`src/rtl/sr_latch_monitor.sv`:
```
// Latch settle monitor: counts Q edges, longest Q-high run and Q==NQ cycles; optional MON_GLITCH_FILTER_EN drops 1-cycle pulses.
// Results held on res_valid until res_ready; res_valid rises SETTLE_CYCLES+3 cycles after the last Q change (+2 with the filter).
module sr_latch_monitor #(
  parameter int CNT_W         = 16,
  parameter int SETTLE_CYCLES = 150
) (
  input  logic             clk,
  input  logic             rst,
  input  logic             arm,
  input  logic             q_in,
  input  logic             nq_in,
  output logic             busy,
  output logic             res_valid,
  input  logic             res_ready,
  output logic             res_final,
  output logic [7:0]       res_edges,
  output logic [CNT_W-1:0] res_qhigh_max,
  output logic [CNT_W-1:0] res_invalid,
  output logic             res_timeout
);

  localparam int QW = (SETTLE_CYCLES < 1) ? 1 : $clog2(SETTLE_CYCLES + 1);
  localparam logic [QW-1:0]    QUIET_DONE = QW'(SETTLE_CYCLES);
  localparam logic [CNT_W-1:0] CNT_MAX    = '1;

  typedef enum logic [1:0] {IDLE, WAIT_ACT, OBSERVE, REPORT} state_t;

  state_t           r_state;
  state_t           w_state_nxt;
  logic             r_q_s1, r_q_s2, r_nq_s1, r_nq_s2;
  logic             w_qs, w_nqs;
  logic             r_q_prev;
  logic [QW-1:0]    r_quiet;
  logic [QW-1:0]    w_quiet_inc;
  logic [CNT_W-1:0] r_run;
  logic [CNT_W-1:0] w_run_nxt;
  logic [7:0]       r_edges;
  logic [CNT_W-1:0] r_qhigh_max;
  logic [CNT_W-1:0] r_invalid;
  logic             r_final;
  logic             r_timeout;
  logic             w_q_edge, w_q_fall, w_measure;
  logic             w_clear, w_obs_done, w_timeout_set;

  always_ff @(posedge clk or posedge rst) begin
    if (rst) begin
      r_q_s1  <= 1'b0;
      r_q_s2  <= 1'b0;
      r_nq_s1 <= 1'b0;
      r_nq_s2 <= 1'b0;
    end else begin
      r_q_s1  <= q_in;
      r_q_s2  <= r_q_s1;
      r_nq_s1 <= nq_in;
      r_nq_s2 <= r_nq_s1;
    end
  end

`ifdef MON_GLITCH_FILTER_EN
  // A level is accepted once it has been seen on two consecutive cycles.
  logic r_q_d, r_nq_d, r_q_f, r_nq_f;

  always_ff @(posedge clk or posedge rst) begin
    if (rst) begin
      r_q_d  <= 1'b0;
      r_nq_d <= 1'b0;
      r_q_f  <= 1'b0;
      r_nq_f <= 1'b0;
    end else begin
      r_q_d  <= r_q_s2;
      r_nq_d <= r_nq_s2;
      if (r_q_s2 == r_q_d) r_q_f <= r_q_s2;
      if (r_nq_s2 == r_nq_d) r_nq_f <= r_nq_s2;
    end
  end

  assign w_qs  = r_q_f;
  assign w_nqs = r_nq_f;
`else
  assign w_qs  = r_q_s2;
  assign w_nqs = r_nq_s2;
`endif

  always_ff @(posedge clk or posedge rst) begin
    if (rst) r_q_prev <= 1'b0;
    else     r_q_prev <= w_qs;
  end

  assign w_q_edge    = w_qs ^ r_q_prev;
  assign w_q_fall    = r_q_prev & ~w_qs;
  assign w_measure   = (r_state == WAIT_ACT) || (r_state == OBSERVE);
  assign w_quiet_inc = (r_quiet == QUIET_DONE) ? r_quiet : r_quiet + 1'b1;
  assign w_run_nxt   = (w_qs && r_run != CNT_MAX) ? r_run + 1'b1 : r_run;

  always_ff @(posedge clk or posedge rst) begin
    if (rst) r_state <= IDLE;
    else     r_state <= w_state_nxt;
  end

  always_comb begin
    w_state_nxt   = r_state;
    w_clear       = 1'b0;
    w_obs_done    = 1'b0;
    w_timeout_set = 1'b0;
    case (r_state)
      IDLE: begin
        if (arm) begin
          w_state_nxt = WAIT_ACT;
          w_clear     = 1'b1;
        end
      end
      WAIT_ACT: begin
        if (w_q_edge) begin
          w_state_nxt = OBSERVE;
        end else if (w_quiet_inc == QUIET_DONE) begin
          w_state_nxt   = REPORT;
          w_timeout_set = 1'b1;
        end
      end
      OBSERVE: begin
        if (!w_q_edge && w_quiet_inc == QUIET_DONE) begin
          w_state_nxt = REPORT;
          w_obs_done  = 1'b1;
        end
      end
      REPORT: begin
        if (res_ready) w_state_nxt = IDLE;
      end
      default: w_state_nxt = IDLE;
    endcase
  end

  always_ff @(posedge clk or posedge rst) begin
    if (rst) begin
      r_quiet     <= '0;
      r_run       <= '0;
      r_edges     <= '0;
      r_qhigh_max <= '0;
      r_invalid   <= '0;
      r_final     <= 1'b0;
      r_timeout   <= 1'b0;
    end else if (w_clear) begin
      r_quiet     <= '0;
      r_run       <= '0;
      r_edges     <= '0;
      r_qhigh_max <= '0;
      r_invalid   <= '0;
      r_final     <= 1'b0;
      r_timeout   <= 1'b0;
    end else if (w_measure) begin
      if (w_q_edge) begin
        if (r_edges != 8'hFF) r_edges <= r_edges + 1'b1;
        r_quiet <= '0;
      end else begin
        r_quiet <= w_quiet_inc;
      end
      if (w_qs == w_nqs && r_invalid != CNT_MAX) r_invalid <= r_invalid + 1'b1;
      // A run closes on Q falling or when the measurement ends with Q still high.
      if ((w_q_fall || w_obs_done) && w_run_nxt > r_qhigh_max) r_qhigh_max <= w_run_nxt;
      if (w_q_fall) r_run <= '0;
      else          r_run <= w_run_nxt;
      if (w_obs_done)    r_final   <= w_qs;
      if (w_timeout_set) r_timeout <= 1'b1;
    end
  end

  assign busy          = (r_state != IDLE);
  assign res_valid     = (r_state == REPORT);
  assign res_final     = r_final;
  assign res_edges     = r_edges;
  assign res_qhigh_max = r_qhigh_max;
  assign res_invalid   = r_invalid;
  assign res_timeout   = r_timeout;

endmodule

```
`config.mk`:
```
export PLATFORM = sky130hd
export DESIGN_NAME = sr_latch_monitor
export DESIGN_NICKNAME = d
export VERILOG_FILES = /design/src/rtl/sr_latch_monitor.sv
export SDC_FILE = /design/constraint.sdc
export NUM_CORES = 1
export LEC_CHECK = 0
export ABC_CLOCK_PERIOD_IN_PS = 4300
export BUFFER_PORTS_ARGS = -buffer_cell sky130_fd_sc_hd__buf_2
export CORE_ASPECT_RATIO = 1.75
export CORE_MARGIN = 2
export CORE_UTILIZATION = 59
export DETAILED_ROUTE_END_ITERATION = 8
export PLACE_DENSITY = 0.8
export SLEW_MARGIN = 20
export SYNTH_ARGS = -nofsm -noshare
export SYNTH_HDL_FRONTEND = slang
export SYNTH_SLANG_ARGS = --single-unit
```
`constraint.sdc`:
```
create_clock -name clk -period 4.3 [get_ports clk]
set_clock_uncertainty 0.05 [all_clocks]
set_input_delay 0.215 -clock clk [delete_from_list [all_inputs] [get_ports clk]]
set_output_delay 0.215 -clock clk [all_outputs]
set_load 0.1 [all_outputs]
```
==> results by group, run 1 <==
Route
  • Final ANT Viol Nets: 0
  • Initial DRT Pass Iterations: 5
  • Via density: 6.40
  • 1st-iter DRT viols: 379
  • Drt total wl: 11100 um
  • WL per Instance: 18.5 um
  • DR vias: 3827
  • # DRC: 0

Run
  • Max-Cap Viols: 0

Setup path
  • RR Startpoint: r_run[0]
  • Crit. Startpoint: r_run[0]
  • Worst R2R End: res_qhigh_max[0]
  • Worst R2R Path Depth: 12
  • Flop2flop setup slack: 0.40 ns
  • WS Path Type: flop to flop
  • CP startpoint kind: flop
  • Worst Setup EP: res_qhigh_max[0]
  • CP required: 4.49 ns
  • CP Capture Type: flop
  • Critical path arrival: 4.09 ns
  • CP max FO: 15

Die
  • I/O pin count: 50
  • Chip Height: 117 um
  • Row cnt: 41
  • Initial Utilization: 60.2%
  • Core area: 7180 um2
  • Die Width: 68.7 um
  • Die area: 8060 um2

Clock tree
  • Clk Latency, worst-skew pair: 0.35 ns
  • Clock root buffer master: clkbuf_16
  • Setup bufs post-CTS: 0
  • Htree depth: 3
  • Worst-path clk slew: 0.06 ns
  • Clk buf depth: 2
  • Clk sinks: 73
  • CTS tree: done
  • CTS Buf Count: 9

Power and ir drop
  • Power Total: 3.36 mW
  • VDD IR-drop max: 621 uV
  • LEAKAGE: 2.32 nW
  • PwrDens: 685 nW/um2

GRT
  • Met2 GRT Util: 51.6%
  • Global-route total usage across every layer: 30.3%
  • GRT met1 Usage: 33.8%
  • Initial antenna violation count: 0
  • Busiest grt layer: met2
  • First-pass GRT wire length: 17800 um
  • M3 GR Usage: 6.69%
  • Vias in the first global route: 3766
  • Pin count of the biggest net entering global routing: 46
  • Total gr overflow: 0

Run status
  • Failing checks: hold timing
  • Result of the run: finished, violations left

STA
  • Relative slew slack: 29.5%
  • Hold WS: -0.0506 ns
  • Fmax: 0.257 GHz
  • Final Setup Violations: 0
  • Unrepaired setup endpoints after global routing: no
  • Actual slew at the worst max-slew pin: 1.06 ns
  • Post-layout min period: 3.90 ns
  • Slew Viols, Final: 0
  • Fin crit share: 90.6%
  • Final Hold Vio Count: 44
  • Setup TNS: 0 ns

Synthesis
  • Post-synth ARST share: 100%
  • Syn Nets: 494
  • Synthesized area per cell: 9.38 um2
  • Post-synthesis cell count: 461
  • Cell Area, Synth: 4330 um2
  • Top post-synthesis cells by area: dfrtp_1 42%, ha_1 7.8%, xnor2_1 3.6%
  • Seq/Total Area, Yosys: 42.2%
  • FF+latch count, synth: 73
  • Yosys top cell by area: dfrtp_1
  • Synth Flop Type: dfrtp_1
  • Post-synth EDFFs: 0
  • Top cell type's share of synthesized area: 42.2%
  • Netlist cell types: 58
  • Ys Warns: 0

Layout
  • Diode count: 0
  • Area Growth Syn to Fin: 13.6%
  • Share of post-route cells with drive strength above 1: 16.8%
  • Design area: 4910 um2
  • Post-Layout Cell Count: 598
  • Nets: 540

Worst hold path
  • Class of the worst hold path: input port to async pin

Placement
  • # placed instances: 580
  • Number of buffers added on ports: 49
  • Detail Placement HPWL: 7770 um
  • Gp weighted congestion: 0.876
  • Post-DP Area: 4610 um2
[critical path: stages (launching register included)]
cell      delay (ns)
dfrtp_1         0.44
ha_1            0.27
and2_1          0.16
and4_1          0.27
a211oi_1        0.32
xor2_1          0.34
ha_1            0.33
o21ai_0         0.09
a21oi_1         0.06
o311ai_0        0.45
a41o_1          0.62
nor2_1          0.12
a211oi_1        0.24
[synthesized netlist by cell type (2+ instances only)]
cell	number
xor2_1	14
nand3_1	20
and3_1	11
a21oi_1	25
mux2_2	3
nand2_1	29
and4_1	7
o311ai_0	2
a22o_1	12
buf_2	4
nor2b_1	3
o21ai_0	23
o31ai_1	5
o211ai_1	2
o21a_1	3
nand2b_1	3
clkbuf_1	12
inv_1	27
nor2_1	40
o2111ai_1	2
and2_1	2
buf_6	2
a41oi_1	2
and3_2	2
ha_1	27
mux2i_1	3
or3_1	3
nand4_1	16
a31oi_1	4
a211oi_1	15
nor4_1	2
dfrtp_1	73
nor3_1	21
xnor2_1	18
[area by class of cell]
type	instances	area (um2)
clock buffer	13	260
clock inverter	3	15.0
fill	575	2270
inverter	27	103
multi-input combinational	341	2310
sequential	73	1830
tap	86	108
timing repair buffer	55	295
[flip-flops by register name, indices dropped and copies added (netlist names)]
| register | count |
|---|---|
| r_run | 16 |
| res_invalid | 16 |
| res_qhigh_max | 16 |
| r_quiet | 8 |
| res_edges | 8 |
| r_state | 2 |
| r_nq_s1 | 1 |
| r_nq_s2 | 1 |
| r_q_prev | 1 |
| r_q_s1 | 1 |
| r_q_s2 | 1 |
| res_final | 1 |
| res_timeout | 1 |
[how the worst min path moves through the flow]
stage / end / slack, ns / cells after the start
final: res_qhigh_max[9] / -0.05 / 2
after global placement: r_q_s1 / 0.27 / 1
after CTS: res_qhigh_max[9] / 0.08 / 2
after global routing: res_qhigh_max[9] / 0.02 / 2
after detailed placement: r_nq_s1 / 0.27 / 1
after floorplan: r_nq_s1 / 0.20 / 0
[cells in the final DEF, fill, tap and decap left out, types with 4 or more instances in the layout]
master     count
o31ai_1        5
dfrtp_1       73
a211oi_1      15
a31oi_1        4
nor3_1        20
clkinv_2       4
and3_1        11
nor2_1        39
xnor2_1       18
inv_1         26
o21ai_0       23
nand2_1       29
a22o_1        12
clkbuf_16      9
buf_2         49
a21oi_1       25
xor2_1        14
nand4_1       16
ha_1          27
nand3_1       20
buf_4          4
and4_1         7
[power by group]
group	internal (mW)	switching, mW
clock network	0.419	0.280
registers	0.806	0.128
logic	0.393	1.34
[stage by stage]
stage                     worst slack (ns)  utilization, %
after floorplan                      0.923               -
after global placement               0.626            64.3
after detailed placement             0.535            64.3
after CTS                            0.502            68.4
after global routing                 0.112            68.4
final                                0.405            68.4
[cell families after synthesis]
kind of cell / Yosys count / share of synthesized area, %
buffers and inverters: 47 / 4.63
multiplexers: 6 / 1.48
AND/OR/NAND/NOR: 164 / 19.4
flip-flops: 73 / 42.2
AO/OA/AOI/OAI: 112 / 18.0
XOR/XNOR: 32 / 6.48
adder cells (fa/ha/maj): 27 / 7.81
[routing by layer]
layer  share of wire [%]  routed length, um
met1                  38               4160
met2                  54               5930
met3                 4.7                515
met4                 4.2                462
met5                   0                  0
[repair_timing]
| item | CTS | global route |
|---|---|---|
| endpoints found under the hold margin | 2 | 0 |
| resized for setup | 0 | 0 |
| hold buffers | 2 | 0 |
Power figures use the tool's default switching activity.
==> run 2, diff against run 1 <==
CORE_UTILIZATION = 61   (was 59)
CTS_BUF_LIST = sky130_fd_sc_hd__clkbuf_4 sky130_fd_sc_hd__clkbuf_8   (was not set)
PLACE_DENSITY = 0.83   (was 0.8)
==> results by group, run 2 (synthesis results as in run 1) <==
Run status
  • Result of the run: complete, no violations

Worst hold path
  • Hold path start: r_nq_s1
  • Hold path endpoint: r_nq_s2
  • Cell count of the worst hold path: 0
  • Class of the worst hold path: flop to flop

Setup path
  • Flop2flop setup slack: 0.34 ns (-0.07 ns)
  • CP Capture Type: flop
  • CP startpoint kind: flop
  • Largest stage delay, worst path: 0.61 ns (about the same)
  • Worst R2R Path Depth: 12 (unchanged)
  • WS Path Type: flop to flop
  • Crit-path slowest cell: dfrtp_1
  • Critical path's top delay family: compound AO/OA/AOI/OAI gates
  • RR Startpoint: r_q_s2
  • Crit. Startpoint: r_q_s2
  • CP max FO: 13 (-2)
  • Critical path arrival: 4.17 ns (+0.08 ns)
  • Buf+Inv Stages, Crit Path: 0 (unchanged)
  • CP required: 4.51 ns (+0.02 ns)
  • Worst R2R End: res_qhigh_max[13]
  • CP Cell Sequence: and3_1 > nand3_1 > a211oi_1 > nand3_1 > xnor2_1 > ha_1 > nand4_1 > nor2_1 > o311ai_0 > a41oi_1 > nand2_2 > a211oi_1

Route
  • Final ANT Viol Nets: 0 (unchanged)
  • Drt total wl: 10700 um (-3.8%)
  • DR vias: 3800 (-0.71%)
  • WL per Instance: 17.9 um (-3.4%)
  • Initial DRT Pass Iterations: 5 (unchanged)
  • 1st-iter DRT viols: 310 (-18%)
  • Via density: 6.38 (-0.37%)
  • # DRC: 0 (unchanged)

STA
  • Final Setup Violations: 0 (unchanged)
  • Setup TNS: 0 ns (unchanged)
  • Unrepaired setup endpoints after global routing: no
  • Fmax: 0.252 GHz (-1.7%)
  • Fin crit share: 92.1% (+1.5 points)
  • Actual slew at the worst max-slew pin: 0.926 ns (-0.131 ns)
  • Relative slew slack: 37.9% (+8.4 points)
  • Slew Viols, Final: 0 (unchanged)
  • Post-layout min period: 3.96 ns (+0.0667 ns)
  • Final Hold Vio Count: 0 (-100%)

Die
  • I/O pin count: 50 (unchanged)
  • Initial Utilization: 63.1% (+2.9 points)
  • Core area: 6860 um2 (-4.5%)
  • Row cnt: 40 (-2.4%)
  • Die Width: 67.7 um (-1.6%)
  • Die area: 7810 um2 (-3.1%)
  • Chip Height: 115 um (-1.6%)

Placement
  • Gp weighted congestion: 0.909 (+3.8%)
  • Detail Placement HPWL: 7590 um (-2.2%)
  • Post-DP Area: 4600 um2 (-0.22%)
  • Number of buffers added on ports: 49 (unchanged)
  • # placed instances: 577 (-0.52%)

Power and ir drop
  • Clk pwr share: 19.0% (-1.8 points)
  • Sequential share of power: 28.5% (+0.7 points)
  • VDD IR-drop max: 713 uV (+15%)
  • Sw Ratio: 52.8% (+0.85 points)
  • LEAKAGE: 2.30 nW (-1.0%)
  • Power Total: 3.28 mW (-2.4%)
  • P_int: 1.55 mW (-4.2%)
  • Net Sw Power: 1.73 mW (-0.86%)
  • Logic pwr share: 52.5% (+1.0 points)
  • PwrDens: 674 nW/um2 (-1.5%)

Run
  • Max-Cap Viols: 0 (unchanged)

Clock tree
  • Worst-path clk slew: 0.08 ns (+0.02 ns)
  • Clock root buffer master: clkbuf_8
  • CTS tree: done
  • Clk Latency, worst-skew pair: 0.37 ns (+0.02 ns)
  • Clk sinks: 73 (unchanged)
  • CTS Buf Count: 9 (unchanged)
  • Clk buf depth: 2 (unchanged)
  • Htree depth: 3 (unchanged)

Layout
  • Commonest non-fill, non-tap cells in the layout: 73 x dfrtp_1, 49 x buf_2, 39 x nor2_1, 29 x nand2_1, 27 x ha_1
  • Diode count: 0 (unchanged)
  • Multi-input gate area: 2310 um2 (unchanged)
  • Commonest non-fill, non-tap cell in the layout: dfrtp_1
  • Fin util: 71.0% (+2.6 points)
  • Post-Layout Cell Count: 596 (-0.33%)
  • Total area of sequential cells: 1830 um2 (unchanged)
  • Area Growth Syn to Fin: 12.5%
  • Share of post-route cells with drive strength above 1: 17.0% (+0.20 points)
  • FILL cells: 525 (-8.7%)
  • Design area: 4870 um2 (-0.97%)
  • Nets: 540 (unchanged)

GRT
  • Total gr overflow: 0 (unchanged)
  • Global-route total usage across every layer: 29.7% (-0.57 points)
  • First-pass GRT wire length: 17300 um (-3.0%)
  • Vias in the first global route: 3796 (+0.80%)
  • Initial antenna violation count: 0 (unchanged)
  • Pin count of the biggest net entering global routing: 46 (unchanged)
[run 2: cell types whose count changed in the layout (fill, tap and decap cells not counted), moves of 2 or more]
cell	before	now
clkbuf_8	2	11
clkbuf_16	9	0
clkbuf_1	2	0
clkinv_2	4	2
bufinv_16	0	2
[run 2: layout make-up]
type / count / area share (%)
timing repair buffer: 55 / 6.12
sequential: 73 / 37.5
inverter: 27 / 2.08
clock buffer: 11 / 3.11
clock inverter: 5 / 1.59
tap: 84 / 2.16
multi-input combinational: 341 / 47.4
[run 2: repair_timing]
action,in CTS,in global routing
buffers inserted,0,0
hold buffers,3,0
hold endpoints to repair,30,0
gates resized for setup,0,0
[run 2: how the worst max path moves through the flow]
| stage | to | slack (ns) | cells past startpoint |
|---|---|---|---|
| floorplan | res_qhigh_max[1] | 0.92 | 14 |
| global route | res_qhigh_max[13] | 0.0006 | 12 |
| global placement | res_qhigh_max[13] | 0.51 | 12 |
| CTS | res_qhigh_max[15] | 0.47 | 12 |
| finish | res_qhigh_max[13] | 0.34 | 12 |
| detailed placement | res_qhigh_max[8] | 0.50 | 12 |
[run 2: worst reg2reg max path: stages (launching register included)]
cell	delay (ns)
dfrtp_1	0.61
and3_1	0.29
nand3_1	0.20
a211oi_1	0.37
nand3_1	0.14
xnor2_1	0.18
ha_1	0.31
nand4_1	0.19
nor2_1	0.14
o311ai_0	0.17
a41oi_1	0.56
nand2_2	0.30
a211oi_1	0.34
[run 2: stage by stage]
| step | hold WS (ns) | setup slack (ns) |
|---|---|---|
| floorplan | 0.196 | 0.923 |
| global placement | 0.270 | 0.506 |
| detailed placement | 0.278 | 0.501 |
| CTS | 0.314 | 0.466 |
| global route | 0.332 | 0.000611 |
| finish | 0.319 | 0.338 |
[run 2: power groups by stage]
stage               Sequential [mW]  Combinational [mW]  Clock (mW)
floorplan                      1.47               0.839           0
global placement              0.936                1.67           0
detailed placement            0.941                1.70           0
CTS                           0.932                1.71       0.632
global route                  0.951                1.85       0.657
finish                        0.934                1.72       0.625
[run 2: routing by layer]
metal,up-vias,share of wire [%],GRT usage [%]
met5,-,0,0
met4,0,3.7,16.1
met3,29,4.4,7.05
met2,142,53,50.2
met1,1852,39,33.8
li1,1777,-,-
==> run 3, diff against run 2 <==
MAX_ROUTING_LAYER = met4   (was not set)
==> results by group, run 3 (synthesis results as in run 1) <==
Run status
  • Result of the run: finished, violations left
  • Failing checks: hold timing

Route
  • Final ANT Viol Nets: 0 (unchanged)
  • # DRC: 0 (unchanged)
  • Via density: 6.23 (-2.3%)
  • WL per Instance: 17.9 um (+0.11%)
  • DR vias: 3706 (-2.5%)
  • 1st-iter DRT viols: 292 (-5.8%)
  • Drt total wl: 10600 um (about the same)
  • Initial DRT Pass Iterations: 4 (-1)

Clock tree
  • Htree depth: 3 (unchanged)
  • Clk buf depth: 2 (unchanged)
  • Clk sinks: 73 (unchanged)
  • Clk Latency, worst-skew pair: 0.36 ns (about the same)
  • Setup bufs post-CTS: 0 (unchanged)
  • CTS Buf Count: 9 (unchanged)
  • CTS tree: done
  • Clock root buffer master: clkbuf_8
  • Worst-path clk slew: 0.07 ns (about the same)

Setup path
  • Worst R2R Path Depth: 11 (-1)
  • CP required: 4.51 ns (about the same)
  • Critical path arrival: 4.13 ns (-0.04 ns)
  • Largest stage delay, worst path: 0.64 ns (+0.03 ns)
  • CP startpoint kind: flop
  • Crit. Startpoint: r_q_s2
  • Worst R2R End: res_qhigh_max[7]
  • WS Path Type: flop to flop
  • Flop2flop setup slack: 0.38 ns (+0.04 ns)
  • CP Cell Sequence: and3_1 > nand3_1 > a211oi_1 > nand3_1 > xnor2_1 > ha_1 > nand4_1 > o41ai_1 > a41o_2 > nor3_1 > a211oi_1
  • Crit-path slowest cell: dfrtp_1
  • Critical path's top delay family: compound AO/OA/AOI/OAI gates
  • RR Startpoint: r_q_s2
  • Buf+Inv Stages, Crit Path: 0 (unchanged)
  • CP max FO: 15 (+2)
  • CP Capture Type: flop

STA
  • Fin crit share: 91.2% (-0.89 points)
  • Post-layout min period: 3.92 ns (-0.0381 ns)
  • Setup TNS: 0 ns (unchanged)
  • Relative slew slack: 26.7% (-11 points)
  • Final Hold Vio Count: 46 (+46)
  • Slew Viols, Final: 0 (unchanged)
  • Fmax: 0.255 GHz (+0.97%)
  • Hold WS: -0.0735 ns (-0.393 ns)
  • Actual slew at the worst max-slew pin: 1.10 ns (+0.170 ns)
  • Final Setup Violations: 0 (unchanged)
  • Unrepaired setup endpoints after global routing: no

GRT
  • Global-route total usage across every layer: 30.8% (+1.0 points)
  • Pin count of the biggest net entering global routing: 48 (+4.3%)
  • First-pass GRT wire length: 17400 um (+0.92%)
  • Initial antenna violation count: 0 (unchanged)
  • Vias in the first global route: 3753 (-1.1%)
  • Total gr overflow: 0 (unchanged)

Layout
  • Share of post-route cells with drive strength above 1: 17.2% (+0.23 points)
  • Nets: 539 (-0.19%)
  • Design area: 4850 um2 (-0.33%)
  • Diode count: 0 (unchanged)
  • Commonest non-fill, non-tap cells in the layout: 73 x dfrtp_1, 49 x buf_2, 40 x nor2_1, 29 x nand2_1, 27 x ha_1
  • Fin util: 70.7% (-0.24 points)
  • Area Growth Syn to Fin: 12.1%
  • Commonest non-fill, non-tap cell in the layout: dfrtp_1

Placement
  • Post-DP Area: 4600 um2 (unchanged)
  • Number of buffers added on ports: 49 (unchanged)
  • Gp weighted congestion: 0.901 (-0.89%)
  • Detail Placement HPWL: 7620 um (+0.27%)

Die
  • Core area: 6860 um2 (unchanged)
  • Initial Utilization: 63.1% (unchanged)
  • Die area: 7810 um2 (unchanged)
  • Chip Height: 115 um (unchanged)
  • I/O pin count: 50 (unchanged)
  • Row cnt: 40 (unchanged)
  • Die Width: 67.7 um (unchanged)

Power and ir drop
  • PwrDens: 668 nW/um2 (-0.94%)
  • VDD IR-drop max: 779 uV (+9.2%)
  • LEAKAGE: 2.29 nW (-0.26%)

Run
  • Max-Cap Viols: 0 (unchanged)

Worst hold path
  • Class of the worst hold path: input port to async pin
run 3: cell type report:
class | instances | area (um2)
inverters | 27 | 103
clock buffers | 14 | 180
clock inverters | 2 | 35.0
flip-flops and latches | 73 | 1830
multi-input cells | 341 | 2310
fillers | 512 | 2010
repair buffers | 54 | 288
well taps | 84 | 105
run 3: how the worst max path moves through the flow:
stage	to	depth (start not counted)
floorplan	res_qhigh_max[1]	14
global placement	res_qhigh_max[15]	12
detailed placement	res_qhigh_max[9]	12
CTS	res_qhigh_max[7]	12
global route	res_qhigh_max[7]	12
finish	res_qhigh_max[7]	11
run 3: power by group:
group | switching, mW | leakage, nW | internal, mW | total, mW
Sequential | 0.132 | 0.985 | 0.805 | 0.937
Clock | 0.250 | 0.114 | 0.328 | 0.578
Combinational | 1.33 | 1.20 | 0.391 | 1.73
run 3: layer usage:
layer	part of all wire, %	track usage (%)
met5	0	-
met3	3.6	5.87
met2	55	51.0
met1	38	34.2
met4	3.3	16.1
run 3: what timing repair did:
action	4_1_cts	5_1_grt
hold buffers	2	0
setup endpoints to repair	0	11
endpoints found under the hold margin	2	0
gates resized for setup	0	2
run 3: through the flow:
| stage | setup slack [ns] | power [mW] | instances |
|---|---|---|---|
| 6_report | 0.376 | 3.24 | 595 |
| 5_1_grt | 0.0884 | 3.41 | 595 |
| 4_1_cts | 0.263 | 3.23 | 595 |
| 3_5_place_dp | 0.333 | 2.64 | 577 |
| 3_3_place_gp | 0.387 | 2.61 | 577 |
| 2_1_floorplan | 0.923 | 2.31 | 461 |
